File: src/rtl/sensor_emu_pkg.sv
// Shared sensor_emu definitions: scheduler FSM encoding, frame timing limits
// and the generator's header/footer cycle counts.
package sensor_emu_pkg;

  typedef enum logic [2:0] {
    ST_IDLE   = 3'd0,
    ST_LOAD   = 3'd1,
    ST_REQ    = 3'd2,
    ST_WAIT   = 3'd3,
    ST_FINISH = 3'd4
  } sched_state_t;

  localparam int unsigned MIN_FRAME_PERIOD = 256;
  localparam int unsigned GEN_HDR_CYCLES   = 4;
  localparam int unsigned GEN_FTR_CYCLES   = 2;

  // Short periods would not leave room for a generator frame, so clamp them.
  function automatic logic [31:0] eff_period(input logic [31:0] period);
    return (period < 32'(MIN_FRAME_PERIOD)) ? 32'(MIN_FRAME_PERIOD) : period;
  endfunction

endpackage

File: src/rtl/sensor_emu_period_timer.sv
// Frame period counter: cleared on load, wraps to 0 after 'last', and flags
// the terminal count combinationally while running.
module sensor_emu_period_timer (
  input  logic        clk,
  input  logic        reset,
  input  logic        load,
  input  logic        run,
  input  logic [31:0] last,
  output logic        tc
);

  logic [31:0] cnt;

  assign tc = run && (cnt == last);

  always_ff @(posedge clk or posedge reset) begin
    if (reset) begin
      cnt <= '0;
    end else if (load || tc) begin
      cnt <= '0;
    end else if (run) begin
      cnt <= cnt + 32'd1;
    end
  end

endmodule

File: src/rtl/sensor_emu_sched.sv
// Frame scheduler for sensor_emu_gen: paces rs0/rs256 triggers, sources the
// per-frame pattern on an AXI-stream master, counts frames and overruns.
module sensor_emu_sched
  import sensor_emu_pkg::*;
#(
  parameter int PATTERN_WIDTH = 32,
  parameter int OVR_WIDTH     = 16
) (
  input  logic                     clk,
  input  logic                     reset,
  input  logic                     start,
  input  logic                     stop,
  input  logic [31:0]              frame_count,
  input  logic [31:0]              frame_period,
  input  logic [PATTERN_WIDTH-1:0] pattern_seed,
  input  logic [PATTERN_WIDTH-1:0] pattern_step,
  output logic                     rs0,
  output logic                     rs256,
  output logic [PATTERN_WIDTH-1:0] PATTERN_TDATA,
  output logic                     PATTERN_TVALID,
  input  logic                     PATTERN_TREADY,
  output logic                     busy,
  output logic                     done,
  output logic [31:0]              frames_sent,
  output logic [OVR_WIDTH-1:0]     overruns
);

  sched_state_t state, state_nxt;

  logic [31:0]              cfg_count;
  logic [31:0]              cfg_last;
  logic [PATTERN_WIDTH-1:0] cfg_step;
  logic                     odd;
  logic                     stop_pend;
  logic                     tc;
  logic                     start_acc;
  logic                     hs;
  logic                     last_frame;

  assign start_acc  = (state == ST_IDLE) && start;
  assign hs         = (state == ST_REQ) && PATTERN_TVALID && PATTERN_TREADY;
  assign last_frame = (cfg_count != 32'd0) && ((frames_sent + 32'd1) == cfg_count);

  // Counter restarts on start so it reads 0 during the first LOAD cycle;
  // afterwards every LOAD coincides with a terminal-count wrap.
  sensor_emu_period_timer u_timer (
    .clk   (clk),
    .reset (reset),
    .load  (start_acc),
    .run   (state != ST_IDLE),
    .last  (cfg_last),
    .tc    (tc)
  );

  always_ff @(posedge clk or posedge reset) begin
    if (reset) begin
      state <= ST_IDLE;
    end else begin
      state <= state_nxt;
    end
  end

  always_comb begin
    state_nxt = state;
    case (state)
      ST_IDLE:   if (start) state_nxt = ST_LOAD;
      ST_LOAD:   state_nxt = stop ? ST_FINISH : ST_REQ;
      ST_REQ:    if (hs) state_nxt = (last_frame || stop_pend || stop) ? ST_FINISH : ST_WAIT;
      ST_WAIT: begin
        if (stop || stop_pend) state_nxt = ST_FINISH;
        else if (tc)           state_nxt = ST_LOAD;
      end
      ST_FINISH: state_nxt = ST_IDLE;
      default:   state_nxt = ST_IDLE;
    endcase
  end

  always_ff @(posedge clk or posedge reset) begin
    if (reset) begin
      rs0            <= 1'b0;
      rs256          <= 1'b0;
      PATTERN_TDATA  <= '0;
      PATTERN_TVALID <= 1'b0;
      busy           <= 1'b0;
      done           <= 1'b0;
      frames_sent    <= '0;
      overruns       <= '0;
      cfg_count      <= '0;
      cfg_last       <= '0;
      cfg_step       <= '0;
      odd            <= 1'b0;
      stop_pend      <= 1'b0;
    end else begin
      done <= 1'b0;
      if (stop) stop_pend <= 1'b1;
      case (state)
        ST_IDLE: begin
          stop_pend <= 1'b0;
          if (start) begin
            busy          <= 1'b1;
            frames_sent   <= '0;
            overruns      <= '0;
            PATTERN_TDATA <= pattern_seed;
            cfg_count     <= frame_count;
            cfg_last      <= eff_period(frame_period) - 32'd1;
            cfg_step      <= pattern_step;
            odd           <= 1'b0;
            stop_pend     <= stop;
          end
        end
        ST_LOAD: begin
          if (!stop) begin
            PATTERN_TVALID <= 1'b1;
            rs0            <= !odd;
            rs256          <= odd;
          end
        end
        ST_REQ: begin
          if (hs) begin
            rs0            <= 1'b0;
            rs256          <= 1'b0;
            PATTERN_TVALID <= 1'b0;
            frames_sent    <= frames_sent + 32'd1;
            PATTERN_TDATA  <= PATTERN_TDATA + cfg_step;
            odd            <= !odd;
          end else if (tc && (overruns != {OVR_WIDTH{1'b1}})) begin
            overruns <= overruns + 1'b1;
          end
        end
        ST_FINISH: begin
          done <= 1'b1;
          busy <= 1'b0;
        end
        default: ;
      endcase
    end
  end

endmodule

File: config.mk
export PLATFORM = sky130hd
export DESIGN_NAME = sensor_emu_sched
export DESIGN_NICKNAME = d
export VERILOG_FILES = /design/src/rtl/sensor_emu_pkg.sv /design/src/rtl/sensor_emu_period_timer.sv /design/src/rtl/sensor_emu_sched.sv
export SDC_FILE = /design/constraint.sdc
export NUM_CORES = 1
export LEC_CHECK = 0
export BUFFER_PORTS_ARGS = -buffer_cell sky130_fd_sc_hd__buf_4
export CAP_MARGIN = 20
export CELL_PAD_IN_SITES_DETAIL_PLACEMENT = 1
export CELL_PAD_IN_SITES_GLOBAL_PLACEMENT = 1
export CORE_MARGIN = 8
export CORE_UTILIZATION = 43
export DETAILED_ROUTE_END_ITERATION = 6
export GPL_TIMING_DRIVEN = 1
export PLACE_DENSITY = 0.8
export SYNTH_ARGS = -nofsm -noshare
export SYNTH_HDL_FRONTEND = slang
export SYNTH_SLANG_ARGS = --single-unit
File: constraint.sdc
create_clock -name clk -period 9.3 [get_ports clk]
set_input_delay 1.86 -clock clk [delete_from_list [all_inputs] [get_ports clk]]
set_output_delay 1.86 -clock clk [all_outputs]
set_load 0.01 [all_outputs]
# --- After elaboration in Yosys (flattened, before gate mapping) ---
# Index checks and enable logic that the tools add are counted.
classes:
  addsub: 5
  magnitude_cmp: 1
  eq_ne: 13
  n_mux: 36
  reduce_logical: 25
ops:
  columns: ["cell", "n"]
  rows:
  - ["32-bit 2-to-1 mux", 7]
  - ["32-bit one-hot mux with 2 select lines", 2]
  - ["32-bit by 1-bit adder with 32-bit output, second input constant", 2]
  - ["32-bit == test", 2]
  - ["16-bit 2-to-1 mux", 3]
  - ["32-bit adder", 1]
  - ["32-bit by 9-bit less-than comparator with 1-bit output, second input constant", 1]
  - ["16-bit one-hot mux with 2 select lines", 1]
  - ["32-bit nonzero test", 1]
  - ["32-bit by 1-bit subtractor with 32-bit output, second input constant", 1]
  - ["3-bit 2-to-1 mux", 6]
  - ["16-bit by 1-bit adder with 16-bit output, second input constant", 1]
  - ["16-bit inequality test, second input constant", 1]
  - ["3-bit one-hot mux with 4 select lines", 1]
  - ["1-bit 2-to-1 mux", 11]
  - ["1-bit one-hot mux with 2 select lines", 5]
  - ["2-bit nonzero test", 5]
  - ["3-bit AND reduction", 3]
  - ["2-bit inequality test, second input constant", 4]
  - ["3-bit by 2-bit == test with 1-bit output, second input constant", 2]
  - ["1-bit logical AND", 6]
  - ["1-bit logical OR", 4]
  - ["2-bit AND reduction", 2]
  - ["4-bit AND reduction", 1]
  - ["7 further kinds", 7]
word_totals:
  reg_bits: 218

# --- Longest topological paths before layout ---
logic_depth:
  depth_word: 8
  mapped_depth: 15

# --- Modules after synthesis ---
# A second synthesis with hierarchy kept.
unflattened:
  hier_cells: 1495
  area_unflattened_um2: 12639.6
modules_own_cells:
  columns: ["mod", "n_inst", "cells_per_inst", "area_per_inst_um2", "seq_area_each_um2"]
  rows:
  - ["sensor_emu_sched", 1, 1288, 10680.2, 4654.5]
  - ["sensor_emu_period_timer", 1, 207, 1959.4, 800.8]

# --- Worst setup path before layout ---
# Ideal clock, no wire load.
synth_path:
  path_kind: "input-to-reg"
  startpoint: "in frame_period[10]"
  endpoint: "reg cfg_last[16]"
  setup_time_ns: 0.083
  arrival_ns: 5.158
  slack_ns: 4.060
  cell_stages: 14
  path_buffers: 4
  path_cell_list: "or3_4 or4_4 or4b_1 buf_2 clkbuf_1 nand2_1 ha_1 clkbuf_1 nand2_1 or3b_1 buf_6 or3_1 xor2_1 o21ai_0"
synth_via:
  elab_chain_cells: 3
synth_lines:
  columns: ["element", "line", "rtl"]
  rows:
  - ["from (decl)", "sensor_emu_sched.sv:14", "input logic [31:0] frame_period,"]
  - ["32-bit by 9-bit less-than comparator with 1-bit output", "sensor_emu_pkg.sv:19", "return (period < 32'(MIN_FRAME_PERIOD)) ? 32'(MIN_FRAME_PERIOD) : period;"]
  - ["32-bit 2-to-1 mux *", "sensor_emu_pkg.sv:19", null]
  - ["32-bit by 1-bit subtractor with 32-bit output *", "sensor_emu_sched.sv:105", "cfg_last <= eff_period(frame_period) - 32'd1;"]
  - ["to (signal assigned)", "sensor_emu_sched.sv:105", null]
  - ["to (decl)", "sensor_emu_sched.sv:31", "logic [31:0] cfg_last;"]
# Mark *: on every way between the ends. The rest lies on a longest branch, timed or not.
# A chain may end at the register's enable or synchronous reset.

# --- Final worst setup path ---
# Ends and elaborated chain as after synthesis.

==> impl.org <==
** Global routing
- For this run the aggregate overflow at the end of global routing stands at 0.
- Global routing usage summed across all routing layers :: about a quarter
- The number of antenna violations at the first check in global routing was 1.
- The via count of the first global-routing pass came to around 13000.
- Entering global routing, the biggest net connects ~110 pins.
- The first global-routing pass estimated around 72000 µm of wire.

** Synth
- Number of standard cells after synthesis :: ~1600
- Post-synthesis average cell area :: 8.306 µm²
- Sequential-to-total area share from yosys stat :: between 40% and 50%
- After synthesis the netlist holds a flip-flop and latch count of around 220.
- Most used flip-flop cell after synthesis :: sky130_fd_sc_hd__dfrtp_1
- Area of the mapped netlist :: between 10000 and 15000 µm²
- The netlist uses 70 different library cells.
- Count of flip-flops with a built-in enable after synthesis :: 0
- The number of nets in the synthesized netlist is ~1700.
- Number of warnings reported in the yosys synthesis log :: 0
- FFs w/ async S/R, synth :: between 90% and 100%

** STA
- Final setup violation count :: 0
- Remaining max-slew budget at the tightest pin :: 24.22%
- Share of the clock period used by the worst path after layout :: between 50% and 60%
- Once routing completed, OpenROAD measured the worst setup slack at 4302 ps.
- The final hold violation count is 0.
- Fin Setup TNS :: 0 ps
- The final count of pins violating max slew came to 0.
- Setup Skew :: between 10 and 15 ps
- Hold slack final :: roughly 480 ps
- Setup repair after global routing left no endpoint under its margin.
- The clock period could shrink to between 4000 and 5000 ps.
- For the pin with the worst max-slew slack, the measured transition is roughly 1100 ps.
- Highest clock rate :: between 0.2 and 0.25 GHz

** Placed design
- Post-detailed-placement cell area :: between 15000 and 20000 µm²
- Final HPWL DP :: between 30000 and 40000 µm
- Number of buffers added on ports :: about 220
- Placed cell count :: roughly 2100
- RD Place Congestion :: between 0.8 and 0.9
- Worst setup slack after placement :: roughly 3700 ps

** Power and ir drop
- Part of the total power dissipated in the clock network :: just under 50%
- Psw :: between 400 and 500 µW
- Power share of the combinational group :: approximately 4%
- VDD sags by at most 0.0001262 V.
- Sequential cells account for 46.4% of the total power.
- P_leak :: roughly 0.0075 µW
- Net switching is between 20 and 25% of the power.
- The internal portion of the total power is 1595 µW.
- Total power divided by cell area :: 128.7 nW/µm²

** Final layout
- Area used by multi-input combinational logic :: 7274 µm²
- With fillers left out, the area of the finished cells amounts to about 16000 µm².
- Cells with a size suffix above 1 make up 16.67% of the layout.
- Across the whole layout, storage elements account for between 5000 and 6000 µm².
- Final non-filler cell total :: 2178
- Relative to the synthesized area, the layout overhead comes to 21.75%.
- For this run, the post-layout net count is ~1900.
- Number of fill cells in the layout :: between 3000 and 4000
- 0 antenna diodes ended up in the layout.

** Worst setup path
- The worst setup path is launched from an input port.
- Worst Path Class, Setup :: input port to flip-flop
- Worst reg2reg startpoint :: frames_sent[7]
- STA classifies the critical path endpoint as a flip-flop.
- Critical path fanouts, max :: 15
- At the worst endpoint, the required time is ~10000 ps.
- Worst endpoint data arrival time :: 5440 ps
- The critical path starts at frame_period[10].

** Clocking
- # H-tree levels :: 1
- Clock latency on the worst-skew pair :: 530 ps
- Counting along the longest clock path gives a buffer depth of 3.
- Clock tree synthesis selected as its root buffer the cell sky130_fd_sc_hd__clkbuf_16.
- # clock sinks :: approximately 220
- In this run the post-CTS setup repair buffer count came out at 0.
- Number of buffers created by CTS :: 26
- Post-cts resize count :: 0
- Post-CTS clock slew at the launch and capture registers of the worst setup and hold paths :: 60 ps
- Buffers inserted to repair hold after CTS numbered 0.
- TritonCTS clock tree :: done

** Flow run
- The tool flagged a number of max-cap violations equal to 0.

** Detailed routing
- Drt wl/cell :: between 20 and 25 µm
- Vias after detailed routing :: about 12000
- DRC violation count after routing :: 0
- Post-detailed-routing wire length :: approximately 44000 µm
- Starting DRT DRC Count :: between 600 and 700
- The first detailed-routing pass ran for 4 iterations.
- In the routed layout, each cell is associated on average with a via count of between 5 and 6.
- The detail route stage leaves a number of antenna-violating nets equal to 0.

** Die
- The die covers about 36000 µm².
- The floorplan has 64 rows.
- Top-Level Pins :: roughly 220
- The floorplan step set the die height to around 190 µm.
- Horiz. Die Dim :: roughly 190 µm
- Initial Util :: ~43%
- Standard cell core area :: a little over 30000 µm²

** Status
- The run finished with clean final reports.

** Hold path
- In this run the most critical hold path is launched from cfg_step[6].
- Class of the most critical hold timing path :: flip-flop to flip-flop
-- final timing paths --
path	end	slack, ps	cells after the start
max	cfg_last[16]	4300	11
min	cfg_step[6]	480	2
max reg2reg	state[1]	5520	8
min reg2reg	cfg_step[6]	480	2
max in group asynchronous	u_timer.cnt[24]	5790	4
min in group asynchronous	cfg_count[19]	1470	2
-- sequential cells by signal, indices dropped and copies added, names as in the netlist --
register,count
done,1
PATTERN_TDATA,32
cfg_step,32
overruns,16
rs0,1
cfg_count,32
odd,1
u_timer.cnt,32
rs256,1
frames_sent,32
PATTERN_TVALID,1
state,3
busy,1
cfg_last,32
stop_pend,1
-- stage by stage --
step	total power, µW	utilization [%]
global route	2120	52.69
CTS	2079	52.57
finish	2052	52.69
floorplan	994.3	-
global placement	1053	49.68
detailed placement	1055	49.75
-- Yosys cell counts, types with 14 or more instances --
| cell | n | area (µm²) |
|---|---|---|
| sky130_fd_sc_hd__nand3_1 | 52 | 260.3 |
| sky130_fd_sc_hd__nand4_1 | 37 | 231.5 |
| sky130_fd_sc_hd__a21oi_1 | 65 | 325.3 |
| sky130_fd_sc_hd__ha_1 | 35 | 437.9 |
| sky130_fd_sc_hd__nor4_1 | 22 | 137.6 |
| sky130_fd_sc_hd__a21o_1 | 14 | 105.1 |
| sky130_fd_sc_hd__xnor2_1 | 100 | 875.8 |
| sky130_fd_sc_hd__nor3_1 | 37 | 185.2 |
| sky130_fd_sc_hd__o21ai_0 | 137 | 685.7 |
| sky130_fd_sc_hd__nand2_1 | 343 | 1287 |
| sky130_fd_sc_hd__inv_1 | 27 | 101.4 |
| sky130_fd_sc_hd__a31oi_1 | 19 | 118.9 |
| sky130_fd_sc_hd__or3_1 | 25 | 156.4 |
| sky130_fd_sc_hd__xor2_1 | 57 | 499.2 |
| sky130_fd_sc_hd__o22ai_1 | 18 | 112.6 |
| sky130_fd_sc_hd__and3_1 | 14 | 87.58 |
| sky130_fd_sc_hd__clkbuf_1 | 65 | 244.0 |
| sky130_fd_sc_hd__dfrtp_1 | 218 | 5455 |
| sky130_fd_sc_hd__nor2_1 | 121 | 454.2 |
| sky130_fd_sc_hd__o31ai_1 | 23 | 172.7 |
-- power by group through the flow --
stage,clock network (µW),registers [µW],logic (µW)
floorplan,0,969,25.6
global placement,0,969,84.4
detailed placement,0,969,86.5
CTS,1040,952,86.9
global route,1070,951,94.2
finish,1020,952,85.1
-- kinds of logic after synthesis --
logic type	after synthesis	share of synthesized area, %
simple gates	723	25.46
compound gates	336	15.37
flops	218	41.65
xor+xnor	157	10.50
buf+inv	100	2.999
fa+ha+maj	36	3.496
mux	7	0.5349
-- cell type report --
class / instances / share of cell area [%]
Clock buffer: 41 / 5.131
Clock inverter: 6 / 0.2275
Inverter: 27 / 0.6826
Multi-Input combinational cell: 1259 / 45.61
Sequential cell: 218 / 34.21
Tap cell: 396 / 3.107
Timing Repair Buffer: 231 / 11.03
-- worst max-delay path, cell delays in order --
cell and delay (ps):
sky130_fd_sc_hd__buf_4 120, sky130_fd_sc_hd__or3_4 410, sky130_fd_sc_hd__or4_4 510, sky130_fd_sc_hd__or4b_1 770
sky130_fd_sc_hd__nand2_1 170, sky130_fd_sc_hd__ha_1 300, sky130_fd_sc_hd__nand2_1 110, sky130_fd_sc_hd__or3b_1 520
sky130_fd_sc_hd__or3_1 370, sky130_fd_sc_hd__xor2_1 140, sky130_fd_sc_hd__o21ai_0 150
-- placed cells by master, fill, tap and decap left out, types with 4 or more instances in the layout --
cell                        instances
sky130_fd_sc_hd__clkbuf_16         27
sky130_fd_sc_hd__o41ai_1            4
sky130_fd_sc_hd__or3_1             25
sky130_fd_sc_hd__mux2i_1            7
sky130_fd_sc_hd__a21o_1            14
sky130_fd_sc_hd__o22ai_1           18
sky130_fd_sc_hd__clkinv_2           5
sky130_fd_sc_hd__xor2_1            57
sky130_fd_sc_hd__clkbuf_1           5
sky130_fd_sc_hd__nor2_1           121
sky130_fd_sc_hd__inv_1             26
sky130_fd_sc_hd__ha_1              35
sky130_fd_sc_hd__or2_2             10
sky130_fd_sc_hd__o21ai_0          137
sky130_fd_sc_hd__and4_1             8
sky130_fd_sc_hd__clkbuf_8           9
sky130_fd_sc_hd__o211ai_1           5
sky130_fd_sc_hd__nand2b_1           7
sky130_fd_sc_hd__nor4_1            21
sky130_fd_sc_hd__a211oi_1          12
sky130_fd_sc_hd__nand2_1          341
sky130_fd_sc_hd__a2111oi_0          4
sky130_fd_sc_hd__nand3_1           52
sky130_fd_sc_hd__and3_1            14
sky130_fd_sc_hd__nor3_1            36
sky130_fd_sc_hd__nand4_1           37
sky130_fd_sc_hd__o31ai_1           23
sky130_fd_sc_hd__a21oi_1           65
sky130_fd_sc_hd__nor2b_1            9
sky130_fd_sc_hd__or4_1              6
sky130_fd_sc_hd__dfrtp_1          218
sky130_fd_sc_hd__and2_1             9
sky130_fd_sc_hd__buf_4            228
sky130_fd_sc_hd__o21a_1             5
sky130_fd_sc_hd__xnor2_1          100
sky130_fd_sc_hd__a31oi_1           19
-- routing by layer --
| metal | share of wire (%) | GRT usage, % | routed length [µm] |
|---|---|---|---|
| met1 | 44 | 31.02 | 19460 |
| met2 | 48 | 41.36 | 21240 |
| met3 | 4.7 | 4.078 | 2080 |
| met4 | 2.7 | 6.862 | 1196 |
| met5 | 0.030 | 0 | 13 |
Power figures use the tool's default switching activity.
